--- config.mk ---
export PLATFORM = sky130hd
export DESIGN_NAME = vga_plot_writer
export DESIGN_NICKNAME = d
export VERILOG_FILES = /design/src/rtl/vga_plot_writer.sv
export SDC_FILE = /design/constraint.sdc
export NUM_CORES = 1
export LEC_CHECK = 0
export CAP_MARGIN = 15
export CORE_ASPECT_RATIO = 1.25
export CORE_MARGIN = 5
export CORE_UTILIZATION = 30
export DETAILED_ROUTE_END_ITERATION = 12
export PLACE_DENSITY_LB_ADDON = 0.2
export SLEW_MARGIN = 20
export SYNTH_ARGS = -nofsm -noshare
export SYNTH_HDL_FRONTEND = slang
export SYNTH_SLANG_ARGS = --single-unit
export TNS_END_PERCENT = 5
--- constraint.sdc ---
create_clock -name clk -period 3 [get_ports clk]
set_input_delay 0.45 -clock clk [delete_from_list [all_inputs] [get_ports clk]]
set_output_delay 0.45 -clock clk [all_outputs]
set_load 0.005 [all_outputs]
--- src/rtl/vga_plot_writer.sv ---
`default_nettype none
// +--------------------------------------------------------------------------+
// | vga_plot_writer: plots (x, y, colour) points into a framebuffer after a  |
// | full background clear. Optional trail erase: VGA_PLOT_ERASE_TRAIL_EN.    |
// | Revision: 1.0                                                            |
// +--------------------------------------------------------------------------+
module vga_plot_writer #(
  parameter int          H_RES    = 160,
  parameter int          V_RES    = 120,
  parameter logic [11:0] BG_COLOR = 12'h000
) (
  input  logic        clk,
  input  logic        reset,
  input  logic        in_valid,
  input  logic [7:0]  in_x,
  input  logic [7:0]  in_y,
  input  logic [11:0] in_color,
  output logic        in_ready,
  input  logic        clear_req,
  output logic [14:0] fb_addr,
  output logic [11:0] fb_data,
  output logic        fb_wren,
  output logic        busy,
  output logic        sweep_done
);

  localparam logic [14:0] c_LAST_ADDR = 15'(H_RES * V_RES - 1);

`ifdef VGA_PLOT_ERASE_TRAIL_EN
  typedef enum logic [1:0] {S_CLEAR = 2'd0, S_RUN = 2'd1, S_ERASE = 2'd2} state_t;
`else
  typedef enum logic [0:0] {S_CLEAR = 1'b0, S_RUN = 1'b1} state_t;
`endif

  state_t      r_state;
  logic [14:0] r_clr_addr;

  // row * H_RES as a sum of shifted copies of row, one per set bit of H_RES
  function automatic logic [14:0] row_base(input logic [6:0] row);
    logic [14:0] acc;
    acc = '0;
    for (int i = 0; i < 15; i++) begin
      if (((H_RES >> i) & 1) == 1) acc = acc + (15'(row) << i);
    end
    return acc;
  endfunction

  logic [6:0]  w_row;
  logic        w_unused_y0;
  logic        w_accept;
  logic        w_in_range;
  logic        w_last_col;
  logic [14:0] w_addr;

  assign w_row       = in_y[7:1];
  assign w_unused_y0 = in_y[0];
  assign w_accept    = in_valid & in_ready;
  assign w_in_range  = ({1'b0, in_x} < 9'(H_RES)) && ({1'b0, w_row} < 8'(V_RES));
  assign w_last_col  = ({1'b0, in_x} == 9'(H_RES - 1));
  assign w_addr      = row_base(w_row) + {7'd0, in_x};

`ifdef VGA_PLOT_ERASE_TRAIL_EN
  localparam int c_COL_W = (H_RES > 1) ? $clog2(H_RES) : 1;

  logic [H_RES-1:0]   r_col_vld;
  logic [6:0]         r_col_row [H_RES];
  logic [14:0]        r_pend_addr;
  logic [11:0]        r_pend_data;
  logic               r_pend_sweep;
  logic [c_COL_W-1:0] w_col;
  logic [14:0]        w_old_addr;

  assign w_col      = in_x[c_COL_W-1:0];
  assign w_old_addr = row_base(r_col_row[w_col]) + {7'd0, in_x};

  always_ff @(posedge clk) begin
    if (!reset && !clear_req && r_state == S_RUN && w_accept && w_in_range)
      r_col_row[w_col] <= w_row;
  end
`endif

  always_ff @(posedge clk) begin
    if (reset) begin
      r_state    <= S_CLEAR;
      r_clr_addr <= '0;
      fb_wren    <= 1'b0;
      fb_addr    <= '0;
      fb_data    <= '0;
      sweep_done <= 1'b0;
      in_ready   <= 1'b0;
      busy       <= 1'b1;
`ifdef VGA_PLOT_ERASE_TRAIL_EN
      r_col_vld  <= '0;
`endif
    end else if (clear_req && !busy) begin
      // The address-0 write goes out right away; counter resumes at 1
      r_state    <= S_CLEAR;
      r_clr_addr <= 15'd1;
      fb_wren    <= 1'b1;
      fb_addr    <= '0;
      fb_data    <= BG_COLOR;
      sweep_done <= 1'b0;
      in_ready   <= 1'b0;
      busy       <= 1'b1;
`ifdef VGA_PLOT_ERASE_TRAIL_EN
      r_col_vld  <= '0;
`endif
    end else begin
      sweep_done <= 1'b0;
      case (r_state)
        S_CLEAR: begin
          fb_wren  <= 1'b1;
          fb_addr  <= r_clr_addr;
          fb_data  <= BG_COLOR;
          in_ready <= 1'b0;
          busy     <= 1'b1;
          if (r_clr_addr == c_LAST_ADDR) begin
            r_state    <= S_RUN;
            r_clr_addr <= '0;
          end else begin
            r_clr_addr <= r_clr_addr + 15'd1;
          end
        end

        S_RUN: begin
          in_ready <= 1'b1;
          busy     <= 1'b0;
          fb_wren  <= 1'b0;
          if (w_accept && w_in_range) begin
            fb_wren    <= 1'b1;
            fb_addr    <= w_addr;
            fb_data    <= in_color;
            sweep_done <= w_last_col;
`ifdef VGA_PLOT_ERASE_TRAIL_EN
            r_col_vld[w_col] <= 1'b1;
            // A previously plotted column: blank the old pixel first, park the new one
            if (r_col_vld[w_col]) begin
              r_state      <= S_ERASE;
              fb_addr      <= w_old_addr;
              fb_data      <= BG_COLOR;
              sweep_done   <= 1'b0;
              in_ready     <= 1'b0;
              r_pend_addr  <= w_addr;
              r_pend_data  <= in_color;
              r_pend_sweep <= w_last_col;
            end
`endif
          end
        end

`ifdef VGA_PLOT_ERASE_TRAIL_EN
        S_ERASE: begin
          r_state    <= S_RUN;
          fb_wren    <= 1'b1;
          fb_addr    <= r_pend_addr;
          fb_data    <= r_pend_data;
          sweep_done <= r_pend_sweep;
          in_ready   <= 1'b1;
          busy       <= 1'b0;
        end
`endif

        default: r_state <= S_CLEAR;
      endcase
    end
  end

endmodule
`default_nettype wire

* Yosys cells after proc, flatten, opt, wreduce, memory -nomap -nowiden *
Index checks and enable logic that the tools add are counted.

word-level totals
  latch bits = 0
  memory bits (writable) = 0
  bits in read-only memories = 0
  memories = 0
  output and inout bits = 31
  logic and storage cells = 41
  bits in registers = 47
  input port bits = 32

operators by class
  reductions and logical operators = 6
  bitwise logic cells = 3
  shift operators = 0
  muxes and demuxes = 14
  equality and inequality tests = 4
  div/mod/pow operators = 0
  order comparisons = 2
  multipliers = 0
  add/sub/neg operators = 3

operator list
  kind                                                                      number
  15-bit 2-to-1 mux                                                         2
  15-bit one-hot mux with 2 select lines                                    1
  12-bit one-hot mux with 2 select lines                                    1
  12-bit by 14-bit adder with 15-bit output                                 1
  15-bit by 1-bit adder with 15-bit output (second input constant)          1
  15-bit by 8-bit adder with 15-bit output                                  1
  15-bit == test (second input constant)                                    1
  12-bit 2-to-1 mux                                                         1
  8-bit == test (second input constant)                                     1
  8-bit < comparator (second input constant)                                1
  7-bit < comparator (second input constant)                                1
  1-bit 2-to-1 mux                                                          6
  1-bit one-hot mux with 2 select lines                                     3
  2-bit by 1-bit inequality test with 1-bit output (second input constant)  2
  4-bit OR reduction                                                        1
  1-bit logical AND                                                         3
  1-bit inverter                                                            2
  2-bit OR reduction                                                        1
  1-bit AND                                                                 1
  1-bit zero test                                                           1

* Longest topological paths before layout *
Gate-level depths: netlist (run 1).

  depth in word-level cells = 6
  gate-level depth with buffers = 8
  depth with buffers taken out = 8

* Worst setup path after synthesis (run 1) *
OpenSTA, ideal clock, no wires.

  path type = input to register
  start point = input in_x[7]
  end point = register fb_addr[12]
  cell stages on the path = 8
  path buffers = 0
  library setup time = 0.128 ns
  required time = 2.872 ns
  slack = 0.551 ns
  arrival time = 2.321 ns
  path through = inv_1 > fa_1 > inv_1 > fa_1 > a211o_1 > a21o_1 > a211oi_1 > o32ai_1

between the ends
  longest elaborated chain between the ends = 4
  elaborated cells on any way between the ends = 7
  those cells by class = add/sub: 1; order compare: 1; eq/ne: 1; mux: 2; reduce/logical: 2

ends and longest elaborated chain
  what                                                                                              RTL line  RTL
  from (decl)                                                                                       15        input logic [7:0] in_x,
  parallel branches: the longest is 4 deep, another holds 15-bit by 8-bit adder with 15-bit output  n/a
  to (signal assigned)                                                                              113       fb_addr <= r_clr_addr;
  to (signal assigned)                                                                              131       fb_addr <= w_addr;
  to (decl)                                                                                         20        output logic [14:0] fb_addr,

Parallel ways; which one is timed is not known. The select of a mux whose other input is x is not followed.
A chain may end at the register's enable or synchronous reset.

* Worst setup path in the final report (run 1) *
Same ends and word-level chain as after synthesis.

==> impl_metrics.csv, run 1 <==
group,metric,value,unit
critical_path,path_max_fanout,2,
clock_network,cts_hold_buf,0,
synthesis,ys_types,52,
synthesis,synthTopCellsByArea,"dfxtp_1, nand2_1, ha_1, a21oi_1, o21ai_0",
final_layout,postLayoutCellArea,0.003283,sq mm
synthesis,synth_top_family_by_area,"compound AO/OA/AOI/OAI gates",
sta,timing.final.crit_share,0.9005,
final_layout,drive_gt1_frac,0.07283,
clock_network,cts_tree,"done",
clock_network,clockRootBuffer,"clkbuf_8",
power_and_ir_drop,pwr-share-seq,0.525,
sta,rsz0062_at_grt,"false",
synthesis,synth-edff-count,0,
global_routing,grt_pass1_wl,11320,microns
synthesis,post-synth-top-area-cell,"dfxtp_1",
synthesis,synth_compound_area_frac,0.2181,
critical_path,critPathCaptureType,"flip-flop",
routing,drc_errors,0,
final_layout,syn_to_final_growth,34.36,%
clock_network,clkTransAtPathRegs,100,ps
clock_network,clk_path_buf_depth,2,
critical_path,path_cells,"clkdlybuf4s50_1 > inv_1 > fa_1 > inv_1 > fa_1 > a211o_1 > a21o_1 > a211oi_1 > o32ai_1",
critical_path,critPathBufInv,3,
floorplan,core,0.007883,sq mm
final_layout,seq_area,940.9,sq um
synthesis,synthSimpleGateAreaFrac,0.2161,
synthesis,synthXorXnorAreaFrac,0.03584,
clock_network,worstSkewPairLatency,310,ps
synthesis,synth_mux_area_frac,0.01639,
critical_path,critPathKind,"primary input to flip-flop",
floorplan,die-area,0.01006,sq mm
clock_network,numCtsBuffers,5,
placement,hpwl,5334,microns
sta,period_needed,2701,ps
critical_path,cpLargestDelayFamily,"adder cells",
synthesis,synth_top_area_frac,0.3850,
floorplan,std_cell_rows,36,
final_layout,nets,404,
sta,clock_skew,10.63,ps
power_and_ir_drop,p_switching,326.8,uW
power_and_ir_drop,peakVddDrop,224.7,uV
sta,setup_viol,0,
power_and_ir_drop,clock_power_share,0.333,
synthesis,ys_warn_count,0,
sta,hold_viol,0,
floorplan,initial_core_util,0.3100,
sta,worstMarginPinSlew,657.5,ps
global_routing,grt_usage,0.1370,
critical_path,slowest_delay,530,ps
clock_network,cts.sinks,47,
global_routing,grt_pass1_vias,2242,
synthesis,yosys-top-cells-count,"nand2_1, dfxtp_1, a21oi_1",
power_and_ir_drop,finalPower,1.215,mW
sta,fmax,370.2,MHz
floorplan,boundaryPins,63,
routing,drtPass1Iterations,4,
power_and_ir_drop,combPwrFrac,0.142,
routing,drt-total-wl,6886,microns
global_routing,grt_max_degree,21,
power_and_ir_drop,p_int,888.5,uW
routing,drt_iter0_drc,133,
power_and_ir_drop,power_density,370.2,mW/mm^2
sta,slew_headroom,0.5583,
final_layout,multi_input_area,0.001404,sq mm
hold_path,hold_path.class,"flip-flop to flip-flop",
routing,vias_per_cell,5.217,
synthesis,synth_ff_type,"dfxtp_1",
power_and_ir_drop,netSwitchingFraction,0.2689,
final_layout,final_util,0.4165,
synthesis,mappedNetlistArea,0.002444,sq mm
final_layout,insertedDiodeCount,0,
critical_path,slowest_stage,"fa_1",
synthesis,syn_avg_cell_area,8.340,sq um
power_and_ir_drop,p_leak,1.136,nW
placement,placed_area,0.003191,sq mm
final_layout,fillers,781,
placement,portBuffers,61,
status,status,"finished clean",
floorplan,die_w,90.73,microns
global_routing,grt_remaining_overflow,0,
global_routing,antenna_found_initial,0,
synthesis,synth_nets,341,
critical_path,crit_arrival,2900,ps
synthesis,yosysSeqAreaShare,0.3850,
clock_network,cts_resized,0,
routing,antenna_left,0,
placement,gp_routability_congestion,0.8381,
routing,vias,2358,
synthesis,synthAdderAreaFrac,0.08807,
critical_path,start_kind,"primary input",
run,max_cap_viol_count,0,
floorplan,die_y,110.9,microns
synthesis,synthCells,293,
synthesis,async_flop_share,0,
sta,drv_slew,0,
critical_path,cp.required,3200,ps
clock_network,post_cts_buffers,0,
routing,routedWlPerCell,15.23,microns
synthesis,synth-seq-cells,47,
synthesis,yosysMostFrequentCell,"nand2_1",
clock_network,h-tree-depth,2,
-- metal layers --
| metal | part of all wire | routed length [microns] | GRT usage |
|---|---|---|---|
| met2 | 0.52 | 3611 | 0.2453 |
| met1 | 0.43 | 2952 | 0.1644 |
| met3 | 0.031 | 212 | 0.02240 |
| met4 | 0.016 | 109 | 0.04369 |
| met5 | 0 | 0 | 0 |
-- cells by family (layout without fill, tap and decap cells) --
logic type	Yosys count	count (layout)
mux	4	4
xor+xnor	10	10
compound gates	83	83
buf+inv	26	90
fa+ha+maj	16	16
simple gates	107	107
flops	47	47
-- stage by stage --
stage | std cells | setup WS [ps] | hold slack [ps] | setup TNS [ps]
after CTS | 452 | 279.2 | 461.4 | 0
after floorplan | 293 | 551.2 | 452.7 | 0
final | 452 | 298.6 | 461.1 | 0
after global routing | 452 | 156.2 | 486.4 | 0
after detailed placement | 444 | -56.31 | 446.6 | -92.16
after global placement | 444 | -11.94 | 441.9 | -11.94
-- sequential cells by signal, summed over array words and instances (netlist names) --
register    count
r_clr_addr     15
in_ready        1
sweep_done      1
busy            1
fb_wren         1
fb_addr        15
r_state         1
fb_data        12
-- final cells by class --
| class | instances | share of cell area |
|---|---|---|
| timing repair buffer | 71 | 0.2088 |
| multi-input combinational | 220 | 0.4276 |
| tap | 95 | 0.03620 |
| sequential | 47 | 0.2866 |
| clock buffer | 5 | 0.02096 |
| clock inverter | 3 | 0.007241 |
| inverter | 11 | 0.01258 |
-- power groups by stage --
stage | Combinational (mW) | Sequential, mW | Clock [mW]
after floorplan | 0.0931 | 0.651 | 0
after global placement | 0.171 | 0.652 | 0
after detailed placement | 0.173 | 0.652 | 0
after CTS | 0.174 | 0.638 | 0.416
after global routing | 0.191 | 0.639 | 0.440
final | 0.173 | 0.638 | 0.405
-- worst reg2reg max path, delay by kind of cell (launching register included) --
kind,cells,cell delay [ps]
fa+ha+maj,1,250
simple gates,3,710
flops,1,470
compound gates,1,410
-- cells in the final DEF, fill, tap and decap left out, drive strengths merged, types with 3 or more instances in the layout --
master	n
a211oi	3
a21o	3
a21oi	25
a31oi	8
a41oi	3
buf	10
clkbuf	5
clkdlybuf4s50	61
dfxtp	47
ha	14
inv	12
mux2i	4
nand2	49
nand3	7
nand4	8
nor2	17
nor2b	3
nor3	7
o211ai	4
o21a	3
o21ai	19
o31ai	4
xnor2	6
xor2	4
-- worst paths after layout --
check / start / endpoint / slack [ps] / depth (start not counted)
worst max register to register: r_clr_addr[1] / r_clr_addr[14] / 1060 / 5
worst min-delay path: fb_data[5] / fb_data[5] / 460 / 2
worst min register to register: fb_data[5] / fb_data[5] / 460 / 2
worst max-delay path: in_x[7] / fb_addr[12] / 300 / 9
Note: power is estimated with default switching activity, not from simulation.
==> inputs of run 2 (changes only) <==
Settings changed: CORE_MARGIN 5 to not set.
==> run 2 against run 1 <==
  * Count of clock-buffer cells in the layout grew 1
  * Fmax is essentially flat
  * Combinational power about the same
  * Cell area increased by 0.53%
  * Highest routed layer unchanged
  * Critical path type unchanged
  * Die area fell by 15%
  * Register-to-register slack is essentially flat
  * Total power is 6.7% higher
  * Core utilization is 0.46 points higher
  * Critical endpoint unchanged
  * Via count down 0.85%
  * Global-route usage increased by 2.9 points
  * Largest cell class unchanged
==> impl_metrics.csv, run 2 (synthesis results as in run 1) <==
group,metric,value,unit
placement,portBuffers,61,
final_layout,instances_no_fill,451,
critical_path,reg2reg_slack,1060,ps
critical_path,critPathCaptureType,"flip-flop",
sta,holdWs,458.5,ps
power_and_ir_drop,netSwitchingFraction,0.2339,
final_layout,layout_common_cells,"clkdlybuf4s50_1, nand2_1, dfxtp_1, a21oi_1, o21ai_0",
floorplan,die_y,102.9,microns
clock_network,worstSkewPairLatency,310,ps
critical_path,crit_arrival,2880,ps
power_and_ir_drop,peakVddDrop,179.9,uV
clock_network,h-tree-depth,2,
clock_network,cts_resized,0,
final_layout,insertedDiodeCount,0,
hold_path,hold_path_depth,2,
run,max_cap_viol_count,0,
critical_path,critPathKind,"primary input to flip-flop",
floorplan,core,0.007838,sq mm
sta,fmax,370.4,MHz
global_routing,grt_remaining_overflow,0,
floorplan,die-area,0.008513,sq mm
power_and_ir_drop,finalPower,1.296,mW
routing,drt-total-wl,6671,microns
power_and_ir_drop,clock_power_share,0.374,
critical_path,path_max_fanout,2,
critical_path,rr_worst_depth,5,
routing,antenna_left,0,
placement,place_ws,-4.214,ps
critical_path,slowest_stage,"fa_1",
placement,gp_routability_congestion,0.7967,
routing,vias_per_cell,5.184,
sta,clock_skew,13.74,ps
clock_network,clkTransAtPathRegs,80,ps
routing,drtPass1Iterations,5,
sta,drv_slew,0,
global_routing,grt_max_degree,26,
clock_network,cts_hold_buf,0,
critical_path,worstReg2RegStart,"r_clr_addr[0]",
clock_network,clockRootBuffer,"clkbuf_8",
power_and_ir_drop,combPwrFrac,0.135,
routing,routedWlPerCell,14.79,microns
global_routing,grt_usage,0.1655,
critical_path,path_cells,"clkdlybuf4s50_1 > inv_1 > fa_1 > inv_1 > fa_1 > a211o_1 > a21o_1 > a211oi_1 > o32ai_1",
clock_network,cts_tree,"done",
sta,finalWorstSetupSlack,299.9,ps
floorplan,initial_core_util,0.3118,
final_layout,drive_gt1_frac,0.07022,
routing,drt_iter0_drc,144,
final_layout,nets,403,
clock_network,post_cts_buffers,0,
hold_path,hold_path.class,"flip-flop to flip-flop",
floorplan,std_cell_rows,36,
global_routing,grt_pass1_wl,10720,microns
power_and_ir_drop,pwr-share-seq,0.492,
final_layout,syn_to_final_growth,35.07,%
placement,place_inst,443,
critical_path,cp.required,3180,ps
critical_path,start_kind,"primary input",
routing,drc_errors,0,
clock_network,clk_path_buf_depth,2,
critical_path,r2r_end,"r_clr_addr[14]",
global_routing,antenna_found_initial,0,
power_and_ir_drop,power_density,392.7,mW/mm^2
sta,slew_headroom,0.5547,
hold_path,hold_start,"fb_data[3]",
status,status,"finished clean",
power_and_ir_drop,p_int,993.0,uW
power_and_ir_drop,p_leak,1.151,nW
routing,vias,2338,
sta,worstMarginPinSlew,662.8,ps
sta,hold_viol,0,
clock_network,cts.sinks,47,
critical_path,slowest_delay,530,ps
sta,rsz0062_at_grt,"false",
sta,timing.final.crit_share,0.9000,
final_layout,final_common_cell,"clkdlybuf4s50_1",
floorplan,boundaryPins,63,
power_and_ir_drop,p_switching,303.2,uW
clock_network,numCtsBuffers,5,
global_routing,grt_pass1_vias,2154,
final_layout,largest_registers,"fb_addr x15, r_clr_addr x15, fb_data x12",
sta,period_needed,2700,ps
hold_path,hold-path-endpoint,"fb_data[3]",
placement,hpwl,5030,microns
floorplan,die_w,82.73,microns
sta,setup_viol,0,
[run 2: layout make-up]
type / instances / area, sq um
clock inverters: 2 / 35.03
inverters: 11 / 41.29
multi-input cells: 220 / 1404
flip-flops and latches: 47 / 940.9
well taps: 95 / 118.9
clock buffers: 6 / 82.58
repair buffers: 70 / 678.2
fillers: 823 / 4537
[run 2: routing by layer]
layer	part of all wire	wire, microns	track usage	up-vias
li1	-	-	-	1181
met1	0.45	2997	0.2166	1113
met2	0.51	3385	0.2762	38
met3	0.029	191	0.02389	6
met4	0.015	97	0.05438	0
met5	0	0	0	-
[run 2: worst max-delay path, delay by kind of cell]
kind,cells,cell delay [ps]
AO/OA/AOI/OAI,4,870
adder cells (fa/ha/maj),2,970
buffers and inverters,3,600
[run 2: worst max-delay path by stage]
stage | slack [ps] | end | startpoint | depth (start not counted)
after detailed placement | -4 | fb_addr[14] | in_x[7] | 9
final | 300 | fb_addr[12] | in_x[7] | 9
after global routing | 230 | fb_addr[12] | in_x[7] | 9
after floorplan | 550 | fb_addr[12] | in_x[7] | 8
after global placement | -20 | fb_addr[12] | in_x[7] | 9
after CTS | 320 | fb_addr[12] | in_x[7] | 9
[run 2: power by group through the flow]
stage / combinational (mW) / sequential, mW / clock, mW
after floorplan: 0.0931 / 0.651 / 0
after CTS: 0.176 / 0.638 / 0.497
after global placement: 0.174 / 0.652 / 0
final: 0.174 / 0.637 / 0.484
after global routing: 0.193 / 0.639 / 0.521
after detailed placement: 0.174 / 0.652 / 0
[run 2: stage by stage]
step / utilization / setup TNS (ps) / area, sq um
5_1_grt: 0.4211 / 0 / 3301
4_1_cts: 0.4211 / 0 / 3301
6_report: 0.4211 / 0 / 3301
3_3_place_gp: 0.4061 / -24.42 / 3183
2_1_floorplan: - / 0 / 2444
3_5_place_dp: 0.4061 / -7.579 / 3183
